**src/rtl/bid_collector.sv**
```systemverilog
// Sequential front end for the auction block: collects one bid per bidder over a
// valid/ready port, then presents the packed bid bus until the consumer acknowledges.
module bid_collector #(
    parameter int N = 3,
    parameter int W = 3
) (
    input  logic                  clk,
    input  logic                  rst_n,
    input  logic                  in_valid,
    output logic                  in_ready,
    input  logic [N-1:0]          in_id,
    input  logic [W-1:0]          in_bid,
    input  logic                  close,
    output logic [(2**N)*W-1:0]   bid,
    output logic                  bid_valid,
    input  logic                  bid_ack,
    output logic [2**N-1:0]       received,
    output logic                  dup_err
);

    localparam int S = 2**N;

    // Handshake: a bid transfers on a rising edge where in_valid && in_ready.
    // in_ready is a pure function of state and never looks at in_valid.
    typedef enum logic {
        COLLECT = 1'b0,
        PRESENT = 1'b1
    } state_t;

    state_t             state_q, state_d;
    logic [S*W-1:0]     bid_q, bid_d;
    logic [S-1:0]       received_q, received_d;
    logic               dup_err_q, dup_err_d;
    logic               in_ready_q, in_ready_d;
    logic               bid_valid_q, bid_valid_d;

    always_comb begin
        state_d    = state_q;
        bid_d      = bid_q;
        received_d = received_q;
        dup_err_d  = 1'b0;

        case (state_q)
            COLLECT: begin
                if (in_valid) begin
                    if (received_q[in_id]) begin
                        dup_err_d = 1'b1;
                    end else begin
                        bid_d[int'(in_id)*W +: W] = in_bid;
                        received_d[in_id]         = 1'b1;
                    end
                end
                // received_d is only all-ones when this edge's bid filled the last slot
                if (close || (&received_d)) begin
                    state_d = PRESENT;
                end
            end
            PRESENT: begin
                if (bid_ack) begin
                    state_d    = COLLECT;
                    bid_d      = '0;
                    received_d = '0;
                end
            end
            default: begin
                state_d = COLLECT;
            end
        endcase

        in_ready_d  = (state_d == COLLECT);
        bid_valid_d = (state_d == PRESENT);
    end

    always_ff @(posedge clk or negedge rst_n) begin
        if (!rst_n) begin
            state_q     <= COLLECT;
            bid_q       <= '0;
            received_q  <= '0;
            dup_err_q   <= 1'b0;
            in_ready_q  <= 1'b1;
            bid_valid_q <= 1'b0;
        end else begin
            state_q     <= state_d;
            bid_q       <= bid_d;
            received_q  <= received_d;
            dup_err_q   <= dup_err_d;
            in_ready_q  <= in_ready_d;
            bid_valid_q <= bid_valid_d;
        end
    end

    assign bid       = bid_q;
    assign received  = received_q;
    assign dup_err   = dup_err_q;
    assign in_ready  = in_ready_q;
    assign bid_valid = bid_valid_q;

endmodule

```
**config.mk**
```make
export PLATFORM = sky130hd
export DESIGN_NAME = bid_collector
export DESIGN_NICKNAME = d
export VERILOG_FILES = /design/src/rtl/bid_collector.sv
export SDC_FILE = /design/constraint.sdc
export NUM_CORES = 1
export LEC_CHECK = 0
export ABC_AREA = 1
export BUFFER_PORTS_ARGS = -buffer_cell sky130_fd_sc_hd__buf_2
export CAP_MARGIN = 30
export CORE_AREA = 2 2 61 75
export CTS_CLUSTER_DIAMETER = 120
export DETAILED_ROUTE_END_ITERATION = 12
export DIE_AREA = 0 0 63 77
export GPL_ROUTABILITY_DRIVEN = 0
export HOLD_SLACK_MARGIN = 0.08
export PLACE_DENSITY_LB_ADDON = 0.2
export SETUP_SLACK_MARGIN = 0.2
export SLEW_MARGIN = 20
export SYNTH_ARGS = -nofsm -noshare
export SYNTH_HDL_FRONTEND = slang
export SYNTH_SLANG_ARGS = --single-unit
```
**constraint.sdc**
```tcl
create_clock -name clk -period 2.87 [get_ports clk]
set_clock_uncertainty 0.05 [all_clocks]
set_input_delay 0.4305 -clock clk [delete_from_list [all_inputs] [get_ports clk]]
set_output_delay 0.4305 -clock clk [all_outputs]
set_load 0.1 [all_outputs]
```
After elaboration in Yosys (flattened, before gate mapping):

Index checks and enable logic that the tools add are counted.

* register bits: 35
* input port bits: 11
* output and inout port bits: 35

* add/subtract/negate cells: 1
* multipliers: 1
* $lt $le $gt $ge: 2
* equal/unequal tests: 3
* shift operators: 2
* multiplexer cells: 20
* bitwise logic cells: 3
* reductions and logical operators: 4

Operator list (number)
* two-way mux 24 bit: 3
* case mux 24 bit (2 select lines): 1
* negation 5 -> 33 bit: 1
* variable shift 3 x 33 -> 24 bit (first input constant): 1
* variable part select 3 x 33 -> 24 bit: 1
* two-way mux 8 bit: 4
* bitwise mux 24 bit: 1
* case mux 8 bit (2 select lines): 1
* bitwise OR 8 bit: 1
* AND reduction 8 bit: 1
* two-way mux 1 bit: 7
* inequality test 2 bit (second input constant): 3
* multiplier 3 x 2 -> 5 bit (second input constant): 1
* less-than comparator 3 x 4 -> 1 bit (second input constant): 1
* binary-select mux 1 bit (select 3 bit): 1
* demux 1 bit (select 3 bit): 1
* greater-or-equal comparator 3 x 1 -> 1 bit (second input constant): 1
* AND reduction 3 bit: 1
* NOT 1 bit: 2
* case mux 1 bit (2 select lines): 1
* logical AND 1 bit: 1
* logical OR 1 bit: 1

Logic depth before layout (Yosys ltp):

Gate-level depths: netlist of the first run.

* depth in word-level cells: 13
* mapped depth: 11

Worst setup path before layout of the first run:

Ideal clock, no wire load.

* path kind: flip-flop to flip-flop
* start: register, netlist name bid_valid
* end: register received_q[2] (netlist: received[2])
* library setup time: 0.083 ns
* arrival: 1.919 ns
* data required time: 2.737 ns
* setup slack: 0.818 ns
* stages on the path, launching flop included: 5
* buffers on the path: 1
* period minus slack after synthesis: 2.052 ns
* path through: dfrtp_1 clkinv_1 or2_0 clkbuf_1 o21ai_0

RTL lines
* end signal: assignment: line 85 `received_q <= received_d;`
* end: declaration: line 32 `logic [S-1:0] received_q, received_d;`

Worst setup path after layout of the first run:

* start: input port in_id[0]
* end: register bid_q[13] (netlist: bid[13])

* word-level cells in the longest chain between the ends: 7
* elaborated cells between the ends (all ways): 12
* those cells by class: add/sub (1); mul (1); eq/ne (1); shift (2); mux (6); reduce/logical (1)

Ends and longest elaborated chain
* start: declaration: line 11 `input logic [N-1:0] in_id,`
* multiplier 3 x 2 -> 5 bit: line 49 `bid_d[int'(in_id)*W +: W] = in_bid;`
* negation 5 -> 33 bit: line 49
* variable part select 3 x 33 -> 24 bit / variable shift 3 x 33 -> 24 bit (equally long branches): line 49
* bitwise mux 24 bit: line 49
* two-way mux 24 bit: line 46 `if (received_q[in_id]) begin`
* two-way mux 24 bit: line 45 `if (in_valid) begin`
* case mux 24 bit (2 select lines): line 43 `case (state_q)`
* end signal: assignment: line 84 `bid_q <= bid_d;`
* end: declaration: line 31 `logic [S*W-1:0] bid_q, bid_d;`

Parallel ways exist; a longest one is shown, timed or not. The select of a mux whose other input is x is not followed.
A chain may end at the register's enable or synchronous reset.

==> results of run 1 <==
## routing by layer
layer,global-route usage (%),vias up
li1,-,984
met1,24.2,902
met2,36.8,52
met3,4.55,5
met4,8.00,0
met5,0,-
## registers in the layout (all words and copies together), names as in the netlist
name	count
in_ready	1
bid_valid	1
bid	24
received	8
dup_err	1
## area by class of cell
type	count	share of cell area, %
multi-input combinational	200	40.8
sequential	35	37.0
timing repair buffer	46	9.82
inverter	33	5.22
clock buffer	8	4.22
tap	56	2.96
## cell families after synthesis
group                    Yosys count
AND/OR/NAND/NOR                  178
adder cells (fa/ha/maj)            4
AO/OA/AOI/OAI                     18
buffers and inverters             41
flip-flops                        35
## how the worst max path moves through the flow
| stage | cells after the start | end | slack [ps] | from |
|---|---|---|---|---|
| 6_report | 9 | bid[13] | 930 | in_id[0] |
| 5_1_grt | 9 | bid[12] | 710 | in_id[0] |
| 4_1_cts | 5 | bid[10] | 910 | bid_valid |
| 3_5_place_dp | 9 | bid[12] | 660 | in_id[0] |
| 3_3_place_gp | 9 | bid[13] | 720 | in_id[0] |
| 2_1_floorplan | 4 | received[2] | 820 | bid_valid |
## critical path, cell delays in order
cell     delay (ps)
buf_2           240
inv_2           160
ha_1            430
nor2_1          180
inv_1            70
nor2_1          170
nand4_1         190
nand3_1         110
nand2_1          70
## placed cells by master (no fill, tap or decap)
master,count
nor4_1,2
clkbuf_1,1
nand3b_1,1
clkinv_1,2
or2_0,1
inv_2,5
nand2_4,2
nand2_2,2
nand4_1,10
nand3_2,1
inv_1,26
nor3_1,2
nand2_1,80
nor2_1,26
clkbuf_8,7
dfrtp_1,34
buf_4,1
buf_2,45
nand3_4,1
o21ai_1,7
o21ai_0,11
dfstp_2,1
ha_1,4
nor2_4,2
nand3_1,44
nor2_2,4
## report_power, final
group / internal (mW) / total (mW) / switching (mW)
clock network: 0.219 / 0.390 / 0.171
logic: 0.0833 / 0.505 / 0.422
registers: 0.527 / 0.554 / 0.0264
total: 0.829 / 1.45 / 0.619
==> flow_summary.toml, run 1 <==
[run_status]
outcome = "completed"

[cells_and_area]
drive_above_1_share_pct = 22.0
multi_input_area_um2 = 967
nNetsFinal = 336
regArea_um2 = 877
fin_area_um2 = 2370
area_growth_pct = 17.6
utilization_pct = 57.4
fillCellCount = 426
instances_no_fill = 378
antennaDiodeCount = 0

[placement]
numPlacedInstances = 370
placed_area_um2 = 2270
dp_hpwl_mm = 3.53
io_buffers = 45
place_ws_ps = 661

[setup_path]
reg2reg_depth = 5
critical_path_class = "in2reg"
ff2ff_setup_slack_ps = 940
r2r_start = "bid_valid"
endpoint_kind = "flip-flop"
critical_path.reg2reg.endpoint = "bid[10]"
cp_max_fo = 15
cp_data_arrival_time_ps = 2070
cp-start-kind = "primary input"
critPathRequiredTime_ps = 3000

[synthesis]
synth_fp_nets = 291
ys_ff_latch = 35
synth_top_cells_by_count = "nand2_1, nand3_1, dfrtp_1"
synth_top_area_cell = "dfrtp_1"
synthTopCellsByArea = "dfrtp_1, nand2_1, nand3_1, inv_1, nor2_1"
synth-simple-area-share_pct = 41.0
synthCells = 276
synth_area_um2 = 2020
synth_xor_area_share_pct = 0
synth.avg_cell_area_um2 = 7.30
synth-main-ff-cell = "dfrtp_1"
synth_top_family_by_area = "simple AND/OR/NAND/NOR gates"
synth_top_area_share_pct = 42.2
async_reset_ff_share_pct = 100
ys_seq_area_share_pct = 43.5
synth-compound-area-share_pct = 4.47
synth-adder-area-share_pct = 2.48
synthMuxAreaShare_pct = 0
ys_warn_count = 0
synth_edf_count = 0
synth_cell_type_count = 25
yosysMostFrequentCell = "nand2_1"

[pwr]
finalPower_mw = 1.45
ir_drop_uv = 357
power.leakage_nw = 1.34
power.density_nw_per_um2 = 611

[cts]
cts-buffers-inserted = 5
clk_pin_slew_ps = 70
cts_resized = 0
clkLatencyLatePin_ps = 290
post_cts_buffers = 0
clockBufferDepth = 2
root_buffer = "clkbuf_8"
cts_tree = "yes"
htreeDepth = 2
cts_hold_buf = 0
cts.sinks = 35

[sta]
drv_slew = 0
rsz0062_at_grt = "false"
fmax_ghz = 0.516
period_minus_slack_ps = 1940
period_share_pct = 67.5
finalSetupViolCount = 0
hold_ws_ps = 164
hold_viol = 0
tightest_slew_ps = 759
tns_ps = 0
setup_ws_ps = 932
timing.slew.headroom_pct = 49.4

[floorplanning]
die_y_um = 77
dieArea_um2 = 4850
start_util_pct = 48.8
die_width_um = 63
io_pins = 46
rows = 26
core_area_um2 = 4130

[routing]
met3_length_um = 234
vias = 1943
viasPerCell = 5.14
top_layer_used = "met4"
dr_wl_met2_mm = 2.38
drt_iter0_drc = 84
drcViolationCount = 0
wirelength_mm = 4.65
wl_met1_mm = 1.98
ant_nets = 0
drtPass1Iterations = 4
wl_per_cell_um = 12.3

[worst_hold_path]
min_path_type = "in2async"

[global_route]
gr-total-overflow = 0
grt_max_degree = 36
grt_pass1_vias = 1835
grtUsageTotal_pct = 20.8
grt_pass1_wl_mm = 8.00
antenna_found_initial = 0

[run]
drv_cap = 0
Note: power is estimated with default switching activity, not from simulation.
==> run 2: changes to the inputs <==
clock period = 1.95 ns   (was 2.87 ns; I/O delays follow)
==> run 2 against run 1 <==
Net effect: die area stayed put; register-to-register slack worse by 570 ps; routed wire length is 3.6% higher; clock power is 66% higher; critical path depth is 7 lower; global-route usage is 0.59 points higher; final area is 4.0% higher; final cell count is 2.1% higher; sequential share of layout area is 0.97 points lower; core utilization is 2.3 points higher; hold slack better by 17 ps.
==> flow_summary.toml, run 2 (synthesis gave the netlist of run 1 again) <==
[sta]
setup_ws_ps = 330
tightest_slew_ps = 774
hold_ws_ps = 181
tns_ps = 0
timing.slew.headroom_pct = 48.4
rsz0062_at_grt = "false"
hold_viol = 0
drv_slew = 0
period_share_pct = 83.1
finalSetupViolCount = 0
fmax_ghz = 0.617
period_minus_slack_ps = 1620

[cts]
root_buffer = "clkbuf_8"
cts.sinks = 35
cts-buffers-inserted = 5
cts_tree = "yes"
clockBufferDepth = 2
clkLatencyLatePin_ps = 280
clk_pin_slew_ps = 70
htreeDepth = 2
post_cts_buffers = 0

[routing]
drcViolationCount = 0
dr_wl_met2_mm = 2.40
wl_met1_mm = 2.12
wirelength_mm = 4.82
viasPerCell = 5.08
wl_per_cell_um = 12.5
met3_length_um = 211
ant_nets = 0
drt_iter0_drc = 69
vias = 1961
drtPass1Iterations = 5
top_layer_used = "met4"

[cells_and_area]
layout_commonest_cell = "nand2_1"
instances_no_fill = 386
antennaDiodeCount = 0
fin_area_um2 = 2470
fillCellCount = 409
final_cell_mix = "nand2_1, buf_2, nand3_1"
nNetsFinal = 344
utilization_pct = 59.7
drive_above_1_share_pct = 26.7
largest_register_ffs = 24
area_growth_pct = 22.3

[setup_path]
cp_max_fo = 12
critical_path_class = "reg2out"
endpoint_kind = "output pin"
r2r_start = "received[3]"
cp-start-kind = "flip-flop"
cp_cell_sequence = "buf_4 -> buf_2"
cp_slowest_cell = "buf_2"
slowest_delay_ps = 450
ff2ff_setup_slack_ps = 370
crit_start = "bid_valid"
cp_data_arrival_time_ps = 1280
critPathRequiredTime_ps = 1610

[worst_hold_path]
min_from = "close"
min_path_type = "in2reg"

[placement]
place_ws_ps = 148
dp_hpwl_mm = 3.71
io_buffers = 45
numPlacedInstances = 377
placed_area_um2 = 2330

[global_route]
grtUsageTotal_pct = 21.4
grt_pass1_vias = 1877
antenna_found_initial = 0
grt_max_degree = 36
gr-total-overflow = 0
grt_pass1_wl_mm = 8.21

[run]
drv_cap = 0

[pwr]
power.leakage_nw = 1.38
power.density_nw_per_um2 = 909
finalPower_mw = 2.24
ir_drop_uv = 609

[floorplanning]
start_util_pct = 48.8
die_width_um = 63
io_pins = 46
dieArea_um2 = 4850
rows = 26
core_area_um2 = 4130
die_y_um = 77

[run_status]
outcome = "completed"
## run 2: cell types whose count changed in the layout (fill, tap and decap cells not counted), moves of 2 or more
cell      previous run  this run
buf_4                1         8
clkbuf_8             7         5
dfrtp_1             34        25
dfrtp_2              0         9
## run 2: where the power goes
part / leakage (nW) / switching, mW / internal (mW)
Sequential: 0.465 / 0.0276 / 0.781
Combinational: 0.855 / 0.645 / 0.141
Clock: 0.0581 / 0.267 / 0.380
Total: 1.38 / 0.939 / 1.30
## run 2: path summary, 6_finish.rpt
check,endpoint,depth (start not counted)
worst max-delay path,bid_valid,2
worst min-delay path,in_ready,4
worst max register to register,bid[17],10
worst min register to register,bid[11],2
max in group asynchronous,bid_valid,2
min in group asynchronous,bid[22],2
## run 2: per-layer routing
layer	vias up	track usage (%)
li1	996	-
met1	904	24.5
met2	54	37.0
met3	7	4.55
met4	0	10.9
met5	-	0
## run 2: cell type report
type | count | area, µm² | share of cell area, %
Clock inverter | 3 | 43.8 | 1.78
Timing Repair Buffer | 54 | 295 | 12.0
Inverter | 33 | 124 | 5.02
Multi-Input combinational cell | 200 | 976 | 39.6
Tap cell | 56 | 70.1 | 2.84
Clock buffer | 5 | 68.8 | 2.79
Sequential cell | 35 | 888 | 36.0
## run 2: what timing repair did
| action | in CTS | in global routing |
|---|---|---|
| hold endpoints to repair | 34 | 0 |
| gates resized for setup | 0 | 1 |
| hold buffers | 1 | 0 |
| setup endpoints to repair | 0 | 6 |
## run 2: worst max-delay path: cells and delay by family (launching register included)
family   cells  cell delay (ps)
flops        1              360
buf+inv      2              630
